==> src/rtl/fifo_to_sdram_packer_if.sv <==
// Bundle of control, Avalon-MM write and FIFO read signals for the SDRAM image loader.
// master: the packer side; slave: the surrounding system (FIFO, SDRAM, controller).
interface fifo_to_sdram_packer_if #(
    parameter int DATA_W   = 16,
    parameter int BYTE_W   = 8,
    parameter int ADDR_W   = 25,
    parameter int IMG_BITS = 19,
    parameter int ID_W     = 6,
    parameter int NUM_W    = 7
);
    logic                      iTRIGGER;
    logic                      iABORT;
    logic                      iBYTE_ORDER;
    logic [NUM_W-1:0]          iNUM_IMAGES;
    logic [ID_W-1:0]           iID_OF_STARTING_IMAGE;
    logic                      iWAIT_REQUEST;
    logic                      oWR_REQ;
    logic [DATA_W-1:0]         oWR_DATA;
    logic [ADDR_W-1:0]         oWR_ADDR;
    logic                      oDONE;
    logic                      oBUSY;
    logic [NUM_W+IMG_BITS-1:0] oWORDS_WRITTEN;
    logic                      oFIFO_RD_CLK;
    logic                      oFIFO_RD_REQ;
    logic [BYTE_W-1:0]         iFIFO_RD_DATA;
    logic                      iFIFO_RD_EMPTY;

    modport master (
        input  iTRIGGER, iABORT, iBYTE_ORDER, iNUM_IMAGES, iID_OF_STARTING_IMAGE,
               iWAIT_REQUEST, iFIFO_RD_DATA, iFIFO_RD_EMPTY,
        output oWR_REQ, oWR_DATA, oWR_ADDR, oDONE, oBUSY, oWORDS_WRITTEN,
               oFIFO_RD_CLK, oFIFO_RD_REQ
    );

    modport slave (
        output iTRIGGER, iABORT, iBYTE_ORDER, iNUM_IMAGES, iID_OF_STARTING_IMAGE,
               iWAIT_REQUEST, iFIFO_RD_DATA, iFIFO_RD_EMPTY,
        input  oWR_REQ, oWR_DATA, oWR_ADDR, oDONE, oBUSY, oWORDS_WRITTEN,
               oFIFO_RD_CLK, oFIFO_RD_REQ
    );
endinterface

==> src/rtl/fifo_to_sdram_packer.sv <==
// Drains a byte FIFO, packs DATA_W/BYTE_W bytes per SDRAM word and writes consecutive
// image slots over Avalon-MM single-word writes.
module fifo_to_sdram_packer #(
    parameter int DATA_W   = 16,
    parameter int BYTE_W   = 8,
    parameter int ADDR_W   = 25,
    parameter int IMG_BITS = 19,
    parameter int ID_W     = 6,
    parameter int NUM_W    = 7
) (
    input  logic                   iCLK,
    input  logic                   iRST,
    fifo_to_sdram_packer_if.master bus
);
    localparam int R     = DATA_W / BYTE_W;
    localparam int CNT_W = $clog2(R + 1);
    localparam int WW    = NUM_W + IMG_BITS;
    localparam logic [CNT_W-1:0] R_C    = CNT_W'(R);
    localparam logic [CNT_W-1:0] LAST_C = CNT_W'(R - 1);

    typedef enum logic [2:0] {S_IDLE, S_WAIT_SLAVE, S_FETCH, S_WRITE, S_DONE} state_t;

    state_t              state_q;
    logic [NUM_W-1:0]    left_q;
    logic [ID_W-1:0]     id_q;
    logic [IMG_BITS-1:0] offset_q;
    logic                order_q;
    logic                abort_pend_q;
    logic [CNT_W-1:0]    req_cnt_q;
    logic [CNT_W-1:0]    rcv_cnt_q;
    logic                rd_pend_q;
    logic [DATA_W-1:0]   pack_q;
    logic [DATA_W-1:0]   pack_d;
    logic                wr_req_q;
    logic [DATA_W-1:0]   wr_data_q;
    logic [ADDR_W-1:0]   wr_addr_q;
    logic [WW-1:0]       words_q;
    logic                done_q;

    logic rd_req, rx_valid, word_full, offset_wrap, last_word;

    // Read strobe follows EMPTY combinationally so a non-empty FIFO streams one byte per cycle.
    assign rd_req      = (state_q == S_FETCH) & ~bus.iFIFO_RD_EMPTY & (req_cnt_q < R_C);
    assign rx_valid    = (state_q == S_FETCH) & rd_pend_q;
    assign word_full   = rx_valid & (rcv_cnt_q == LAST_C);
    assign offset_wrap = &offset_q;
    assign last_word   = offset_wrap & (left_q == NUM_W'(1));

    // Lane k (arrival order) lands in chunk R-1-k for MSB-first, chunk k for LSB-first.
    genvar gi;
    generate
        for (gi = 0; gi < R; gi++) begin : g_lane
            localparam logic [CNT_W-1:0] MSB_IDX = CNT_W'(R - 1 - gi);
            localparam logic [CNT_W-1:0] LSB_IDX = CNT_W'(gi);
            logic hit;
            assign hit = rx_valid & (rcv_cnt_q == (order_q ? LSB_IDX : MSB_IDX));
            assign pack_d[gi*BYTE_W +: BYTE_W] = hit ? bus.iFIFO_RD_DATA
                                                     : pack_q[gi*BYTE_W +: BYTE_W];
        end
    endgenerate

    always_ff @(posedge iCLK or posedge iRST) begin
        if (iRST) begin
            state_q      <= S_IDLE;
            left_q       <= '0;
            id_q         <= '0;
            offset_q     <= '0;
            order_q      <= 1'b0;
            abort_pend_q <= 1'b0;
            req_cnt_q    <= '0;
            rcv_cnt_q    <= '0;
            rd_pend_q    <= 1'b0;
            pack_q       <= '0;
            wr_req_q     <= 1'b0;
            wr_data_q    <= '0;
            wr_addr_q    <= '0;
            words_q      <= '0;
            done_q       <= 1'b1;
        end else begin
            rd_pend_q <= rd_req;
            case (state_q)
                S_IDLE: begin
                    if (bus.iTRIGGER) begin
                        left_q       <= bus.iNUM_IMAGES;
                        id_q         <= bus.iID_OF_STARTING_IMAGE;
                        order_q      <= bus.iBYTE_ORDER;
                        offset_q     <= '0;
                        abort_pend_q <= 1'b0;
                        words_q      <= '0;
                        req_cnt_q    <= '0;
                        rcv_cnt_q    <= '0;
                        if (bus.iNUM_IMAGES == '0) begin
                            state_q <= S_DONE;
                        end else begin
                            state_q <= S_WAIT_SLAVE;
                            done_q  <= 1'b0;
                        end
                    end
                end
                S_WAIT_SLAVE: begin
                    if (bus.iABORT) begin
                        state_q <= S_DONE;
                        done_q  <= 1'b1;
                    end else if (!bus.iWAIT_REQUEST) begin
                        state_q <= S_FETCH;
                    end
                end
                S_FETCH: begin
                    if (bus.iABORT) begin
                        // Partial word is dropped; an in-flight byte arrives in DONE and is ignored.
                        state_q   <= S_DONE;
                        done_q    <= 1'b1;
                        req_cnt_q <= '0;
                        rcv_cnt_q <= '0;
                    end else begin
                        if (rd_req)
                            req_cnt_q <= req_cnt_q + CNT_W'(1);
                        if (rx_valid) begin
                            rcv_cnt_q <= rcv_cnt_q + CNT_W'(1);
                            pack_q    <= pack_d;
                        end
                        if (word_full) begin
                            wr_data_q <= pack_d;
                            wr_addr_q <= ADDR_W'({id_q, offset_q});
                            wr_req_q  <= 1'b1;
                            req_cnt_q <= '0;
                            rcv_cnt_q <= '0;
                            state_q   <= S_WRITE;
                        end
                    end
                end
                S_WRITE: begin
                    if (bus.iABORT)
                        abort_pend_q <= 1'b1;
                    if (!bus.iWAIT_REQUEST) begin
                        wr_req_q <= 1'b0;
                        words_q  <= words_q + WW'(1);
                        offset_q <= offset_q + IMG_BITS'(1);
                        if (offset_wrap) begin
                            id_q   <= id_q + ID_W'(1);
                            left_q <= left_q - NUM_W'(1);
                        end
                        if (last_word || abort_pend_q || bus.iABORT) begin
                            state_q <= S_DONE;
                            done_q  <= 1'b1;
                        end else begin
                            state_q <= S_FETCH;
                        end
                    end
                end
                S_DONE: begin
                    if (!bus.iTRIGGER)
                        state_q <= S_IDLE;
                end
                default: begin
                    state_q <= S_IDLE;
                    done_q  <= 1'b1;
                end
            endcase
        end
    end

    assign bus.oWR_REQ        = wr_req_q;
    assign bus.oWR_DATA       = wr_data_q;
    assign bus.oWR_ADDR       = wr_addr_q;
    assign bus.oDONE          = done_q;
    assign bus.oBUSY          = ~done_q;
    assign bus.oWORDS_WRITTEN = words_q;
    assign bus.oFIFO_RD_CLK   = iCLK;
    assign bus.oFIFO_RD_REQ   = rd_req;
endmodule
==> src/flat_wrapper.sv <==
// flat-port wrapper written by rule: the top's interface ports become plain ports
module fifo_to_sdram_packer_flat 
#(
    parameter int DATA_W   = 16,
    parameter int BYTE_W   = 8,
    parameter int ADDR_W   = 25,
    parameter int IMG_BITS = 19,
    parameter int ID_W     = 6,
    parameter int NUM_W    = 7
)
  (iCLK, iRST, bus_iTRIGGER, bus_iABORT, bus_iBYTE_ORDER, bus_iNUM_IMAGES, bus_iID_OF_STARTING_IMAGE, bus_iWAIT_REQUEST, bus_iFIFO_RD_DATA, bus_iFIFO_RD_EMPTY, bus_oWR_REQ, bus_oWR_DATA, bus_oWR_ADDR, bus_oDONE, bus_oBUSY, bus_oWORDS_WRITTEN, bus_oFIFO_RD_CLK, bus_oFIFO_RD_REQ);
  fifo_to_sdram_packer_if #(.DATA_W(DATA_W), .BYTE_W(BYTE_W), .ADDR_W(ADDR_W), .IMG_BITS(IMG_BITS), .ID_W(ID_W), .NUM_W(NUM_W)) bus_i ();
  input  logic iCLK;
  input  logic iRST;
  input wire logic [$bits(bus_i.iTRIGGER)-1:0] bus_iTRIGGER;
  input wire logic [$bits(bus_i.iABORT)-1:0] bus_iABORT;
  input wire logic [$bits(bus_i.iBYTE_ORDER)-1:0] bus_iBYTE_ORDER;
  input wire logic [$bits(bus_i.iNUM_IMAGES)-1:0] bus_iNUM_IMAGES;
  input wire logic [$bits(bus_i.iID_OF_STARTING_IMAGE)-1:0] bus_iID_OF_STARTING_IMAGE;
  input wire logic [$bits(bus_i.iWAIT_REQUEST)-1:0] bus_iWAIT_REQUEST;
  input wire logic [$bits(bus_i.iFIFO_RD_DATA)-1:0] bus_iFIFO_RD_DATA;
  input wire logic [$bits(bus_i.iFIFO_RD_EMPTY)-1:0] bus_iFIFO_RD_EMPTY;
  output wire logic [$bits(bus_i.oWR_REQ)-1:0] bus_oWR_REQ;
  output wire logic [$bits(bus_i.oWR_DATA)-1:0] bus_oWR_DATA;
  output wire logic [$bits(bus_i.oWR_ADDR)-1:0] bus_oWR_ADDR;
  output wire logic [$bits(bus_i.oDONE)-1:0] bus_oDONE;
  output wire logic [$bits(bus_i.oBUSY)-1:0] bus_oBUSY;
  output wire logic [$bits(bus_i.oWORDS_WRITTEN)-1:0] bus_oWORDS_WRITTEN;
  output wire logic [$bits(bus_i.oFIFO_RD_CLK)-1:0] bus_oFIFO_RD_CLK;
  output wire logic [$bits(bus_i.oFIFO_RD_REQ)-1:0] bus_oFIFO_RD_REQ;
  assign bus_i.iTRIGGER = bus_iTRIGGER;
  assign bus_i.iABORT = bus_iABORT;
  assign bus_i.iBYTE_ORDER = bus_iBYTE_ORDER;
  assign bus_i.iNUM_IMAGES = bus_iNUM_IMAGES;
  assign bus_i.iID_OF_STARTING_IMAGE = bus_iID_OF_STARTING_IMAGE;
  assign bus_i.iWAIT_REQUEST = bus_iWAIT_REQUEST;
  assign bus_i.iFIFO_RD_DATA = bus_iFIFO_RD_DATA;
  assign bus_i.iFIFO_RD_EMPTY = bus_iFIFO_RD_EMPTY;
  assign bus_oWR_REQ = bus_i.oWR_REQ;
  assign bus_oWR_DATA = bus_i.oWR_DATA;
  assign bus_oWR_ADDR = bus_i.oWR_ADDR;
  assign bus_oDONE = bus_i.oDONE;
  assign bus_oBUSY = bus_i.oBUSY;
  assign bus_oWORDS_WRITTEN = bus_i.oWORDS_WRITTEN;
  assign bus_oFIFO_RD_CLK = bus_i.oFIFO_RD_CLK;
  assign bus_oFIFO_RD_REQ = bus_i.oFIFO_RD_REQ;
  fifo_to_sdram_packer #(.DATA_W(DATA_W), .BYTE_W(BYTE_W), .ADDR_W(ADDR_W), .IMG_BITS(IMG_BITS), .ID_W(ID_W), .NUM_W(NUM_W)) u_core (.iCLK(iCLK), .iRST(iRST), .bus(bus_i));
endmodule
==> config.mk <==
export PLATFORM = sky130hd
export DESIGN_NAME = fifo_to_sdram_packer_flat
export DESIGN_NICKNAME = d
export VERILOG_FILES = /design/src/rtl/fifo_to_sdram_packer_if.sv /design/src/rtl/fifo_to_sdram_packer.sv /design/src/flat_wrapper.sv
export SDC_FILE = /design/constraint.sdc
export NUM_CORES = 1
export LEC_CHECK = 0
export BUFFER_PORTS_ARGS = -buffer_cell sky130_fd_sc_hd__buf_2
export CORE_ASPECT_RATIO = 1.5
export CORE_MARGIN = 2
export CORE_UTILIZATION = 46
export DETAILED_ROUTE_END_ITERATION = 8
export GPL_ROUTABILITY_DRIVEN = 0
export GPL_TIMING_DRIVEN = 0
export PLACE_DENSITY_LB_ADDON = 0.15
export SETUP_SLACK_MARGIN = 0.3
export SKIP_CTS_REPAIR_TIMING = 1
export SYNTH_ARGS = -nofsm -noshare
export SYNTH_HDL_FRONTEND = slang
export SYNTH_SLANG_ARGS = --single-unit
==> constraint.sdc <==
create_clock -name iCLK -period 4.7 [get_ports iCLK]
set_input_delay 0.94 -clock iCLK [delete_from_list [all_inputs] [get_ports iCLK]]
set_output_delay 0.94 -clock iCLK [all_outputs]
set_load 0.01 [all_outputs]
* Yosys cells after proc, flatten, opt, wreduce, memory -nomap -nowiden *
Index checks and enable logic that the tools add are counted.

storage, ports and cells
  register bits = 127
  bits of input ports = 28
  output and inout port bits = 72
  word-level logic and storage cells = 124

operators by class
  $add $sub $neg = 6
  order comparisons = 1
  equality and inequality tests = 22
  multiplexer cells = 49
  bitwise logic cells = 11
  reduce and logical (&&, ||, !) cells = 20

operators with widths
  kind                     number
  $mux W26                 2
  $pmux W26 S2             1
  $mux W19                 2
  $pmux W19 S2             1
  $mux W3                  9
  $add A26 B1 Y26 const B  1
  $mux W7                  3
  $add A19 B1 Y19 const B  1
  $reduce_and A19 Y1       1
  $mux W6                  3
  $reduce_and A3 Y1        6
  $mux W8                  2
  $pmux W3 S5              1
  $mux W2                  7
  $pmux W7 S2              1
  $ne A2 B2 Y1 const B     6
  $pmux W6 S2              1
  $mux W1                  11
  $ne A2 B1 Y1 const B     4
  $ne A4 B2 Y1 const B     2
  $pmux W2 S2              2
  $reduce_and A4 Y1        2
  $and A1 B1 Y1            7
  $eq A7 B1 Y1 const B     1
  22 further kinds         32

* Longest topological paths before layout *
  word-level depth = 7
  mapped depth = 8
  depth with buffers taken out = 6

==> run_results.csv <==
group,metric,value,unit
placement,post_dp_cell_area,6780,um^2
critical_path,path_buf_inv,4,
critical_path,crit_path_start_kind,"clock port",
floorplan,fp-row-count,51,
grt,grt_pass1_wl,22800,um
logic_synthesis,yosysWarnings,0,
route,drtPass1Iterations,4,
logic_synthesis,synth_edf_count,0,
pwr,ir_worst_vdd,0.000265,V
timing,slew_violations,0,
clock_tree,cts_tree,"yes",
timing,rsz0062_at_grt,"no",
critical_path,cp.arrival,2.83,ns
status,status,"finished clean",
critical_path,end_kind,"primary output",
grt,grt_max_degree,78,
floorplan,die-width,97.7,um
critical_path,crit_top_cell,"clkbuf_16",
clock_tree,clk_pin_slew,0.05,ns
logic_synthesis,synth_ff_type,"dfrtp_1",
final_layout,area_growth,22.1,%
pwr,p_leak,3.80,nW
logic_synthesis,syn_area,6050,um^2
route,wl,14000,um
grt,grt_pass1_vias,4608,
placement,dp.cells,822,
critical_path,max_stage_delay,0.13,ns
timing,slew_headroom,58.3,%
critical_path,path_cells,"clkbuf_16 -> clkbuf_16 -> buf_4 -> buf_2",
floorplan,io-pin-count,100,
grt,antenna_found_initial,0,
floorplan,fp.dieArea,14100,um^2
placement,dp_hpwl,9610,um
logic_synthesis,syn_nets,596,
grt,track_usage,20.5,%
critical_path,required,3.76,ns
timing,worstMarginPinSlew,0.625,ns
route,viasPerCell,5.39,
grt,gr-total-overflow,0,
critical_path,cpMaxStageDelayCell,"clkbuf_16",
floorplan,die_y,145,um
placement,pre_cts_ws,1.18,ns
final_layout,nets,718,
timing,setup_slack,0.926,ns
worst_hold_path,hp-class,"in -> async",
critical_path,crit_family,"buffers and inverters",
clock_tree,insertion_delay,0.53,ns
floorplan,core_area,12900,um^2
timing,hold_viol,0,
route,drcViolationCount,0,
logic_synthesis,ys_seq_area_share,52.5,%
critical_path,critPathMaxFanout,2,
final_layout,fillerInstances,1144,
run,drv_cap,0,
route,vias,4622,
route,antenna_left,0,
placement,portBuffers,99,
critical_path,critical_path_class,"clk -> out",
logic_synthesis,syn_area_per_cell,10.8,um^2
final_layout,final_util,57.4,%
logic_synthesis,syn_inst,563,
route,post_drt_wl_per_cell,16.3,um
logic_synthesis,ys_ff_latch,127,
timing,final.setup_skew,0.00705,ns
final_layout,stdcell_area,7390,um^2
final_layout,diodes,0,
floorplan,start_util,47.0,%
final_layout,fin_cells,857,
final_layout,drive_gt1_share,29.2,%
timing,setup_viol,0,
pwr,power_density,436,nW/um^2
logic_synthesis,ys_types,56,
logic_synthesis,async_reset_ff_share,100,%
route,dr.first_iter.drc_count,172,
==> placed cells by master (no fill, tap or decap), types with 3 or more instances in the layout <==
cell type / instances
buf_2: 104
clkinvlp_4: 4
dfrtp_1: 126
inv_1: 10
clkbuf_1: 17
and3_1: 10
nand3_1: 22
o22a_1: 3
nor2_2: 3
ha_1: 5
xor2_1: 39
and2_1: 5
mux2i_1: 18
nor3b_1: 3
nor2_1: 61
and4_1: 7
o21ai_0: 38
nand4_1: 21
xnor2_1: 3
buf_4: 3
nor3_1: 10
nor2b_1: 4
mux2_2: 42
o22ai_1: 4
nand2_1: 38
clkinv_2: 5
buf_6: 3
clkbuf_16: 20
a21oi_1: 22
clkbuf_8: 3
o21a_1: 3
==> metal layers <==
layer  vias up  track usage, %  part of all wire [%]
met5         -               0                     0
met4         0            8.70                   1.6
met3        16            5.70                   4.1
met2       101            34.9                    52
met1      2289            24.5                    43
li1       2216               -                     -
==> metrics by stage <==
stage / total power [mW] / hold WS, ns / setup TNS, ns
floorplan: 1.74 / 0.465 / 0
global placement: 1.91 / 0.456 / -134.23
detailed placement: 1.93 / 0.465 / 0
CTS: 3.26 / 0.465 / 0
global route: 3.40 / 0.484 / 0
finish: 3.23 / 0.455 / 0
==> path summary, 6_finish.rpt <==
kind	start	end	slack [ns]	cells past startpoint
worst max-delay path	iCLK	bus_oFIFO_RD_CLK	0.93	4
worst min-delay path	iRST	u_core.bus.oWORDS_WRITTEN[6]	0.45	2
worst max register to register	u_core.offset_q[0]	u_core.left_q[5]	2.28	8
worst min register to register	u_core.bus.oWR_DATA[8]	u_core.bus.oWR_DATA[8]	0.47	2
max in group asynchronous	iRST	u_core.bus.oDONE	3.48	3
min in group iCLK	u_core.bus.oWR_DATA[8]	u_core.bus.oWR_DATA[8]	0.47	2
==> final cells by class <==
cell class,count,area [um^2],area share (%)
buffer,29,150,2.03
clock buffer,26,554,7.50
clock inverter,10,63.8,0.863
inverter,11,46.3,0.626
multi-input combinational,396,2680,36.3
sequential,127,3180,43.0
tap,159,199,2.69
timing repair buffer,99,518,7.01
==> cell usage after synthesis (7+ instances only) <==
library cell / number / area share (%)
o21ai_0: 38 / 3.1
mux2_2: 42 / 7.8
a21oi_1: 22 / 1.8
nand3_1: 22 / 1.8
nor2_1: 61 / 3.8
clkbuf_1: 15 / 0.93
and3_1: 10 / 1.0
nor3_1: 10 / 0.83
inv_1: 11 / 0.68
and4_1: 7 / 1.0
dfrtp_1: 126 / 52
mux2i_1: 18 / 3.0
xor2_1: 39 / 5.6
nand2_1: 38 / 2.4
nand4_1: 21 / 2.2
==> flip-flops by register name, indices dropped and copies added (netlist names) <==
signal,flops
u_core.left_q,7
u_core.pack_q,16
u_core.offset_q,19
u_core.bus.oWORDS_WRITTEN,26
u_core.bus.oWR_DATA,16
u_core.state_q,3
u_core.bus.oDONE,1
u_core.rcv_cnt_q,2
u_core.req_cnt_q,2
u_core.abort_pend_q,1
u_core.id_q,6
u_core.order_q,1
u_core.rd_pend_q,1
u_core.bus.oWR_ADDR,25
u_core.bus.oWR_REQ,1
==> report_power, final <==
group	switching [mW]	leakage, nW	internal (mW)
Clock	0.503	0.303	0.834
Combinational	0.381	1.76	0.214
Sequential	0.0987	1.74	1.20
==> kinds of logic (layout without fill, tap and decap cells) <==
| family | after synthesis | in the layout | share of synthesized area (%) |
|---|---|---|---|
| compound gates | 91 | 91 | 9.65 |
| mux | 60 | 60 | 10.8 |
| xor+xnor | 42 | 42 | 6.08 |
| simple gates | 198 | 198 | 16.8 |
| fa+ha+maj | 5 | 5 | 1.03 |
| flops | 127 | 127 | 52.5 |
| buf+inv | 40 | 175 | 3.16 |
No activity file was read; power rests on OpenSTA's default activity.
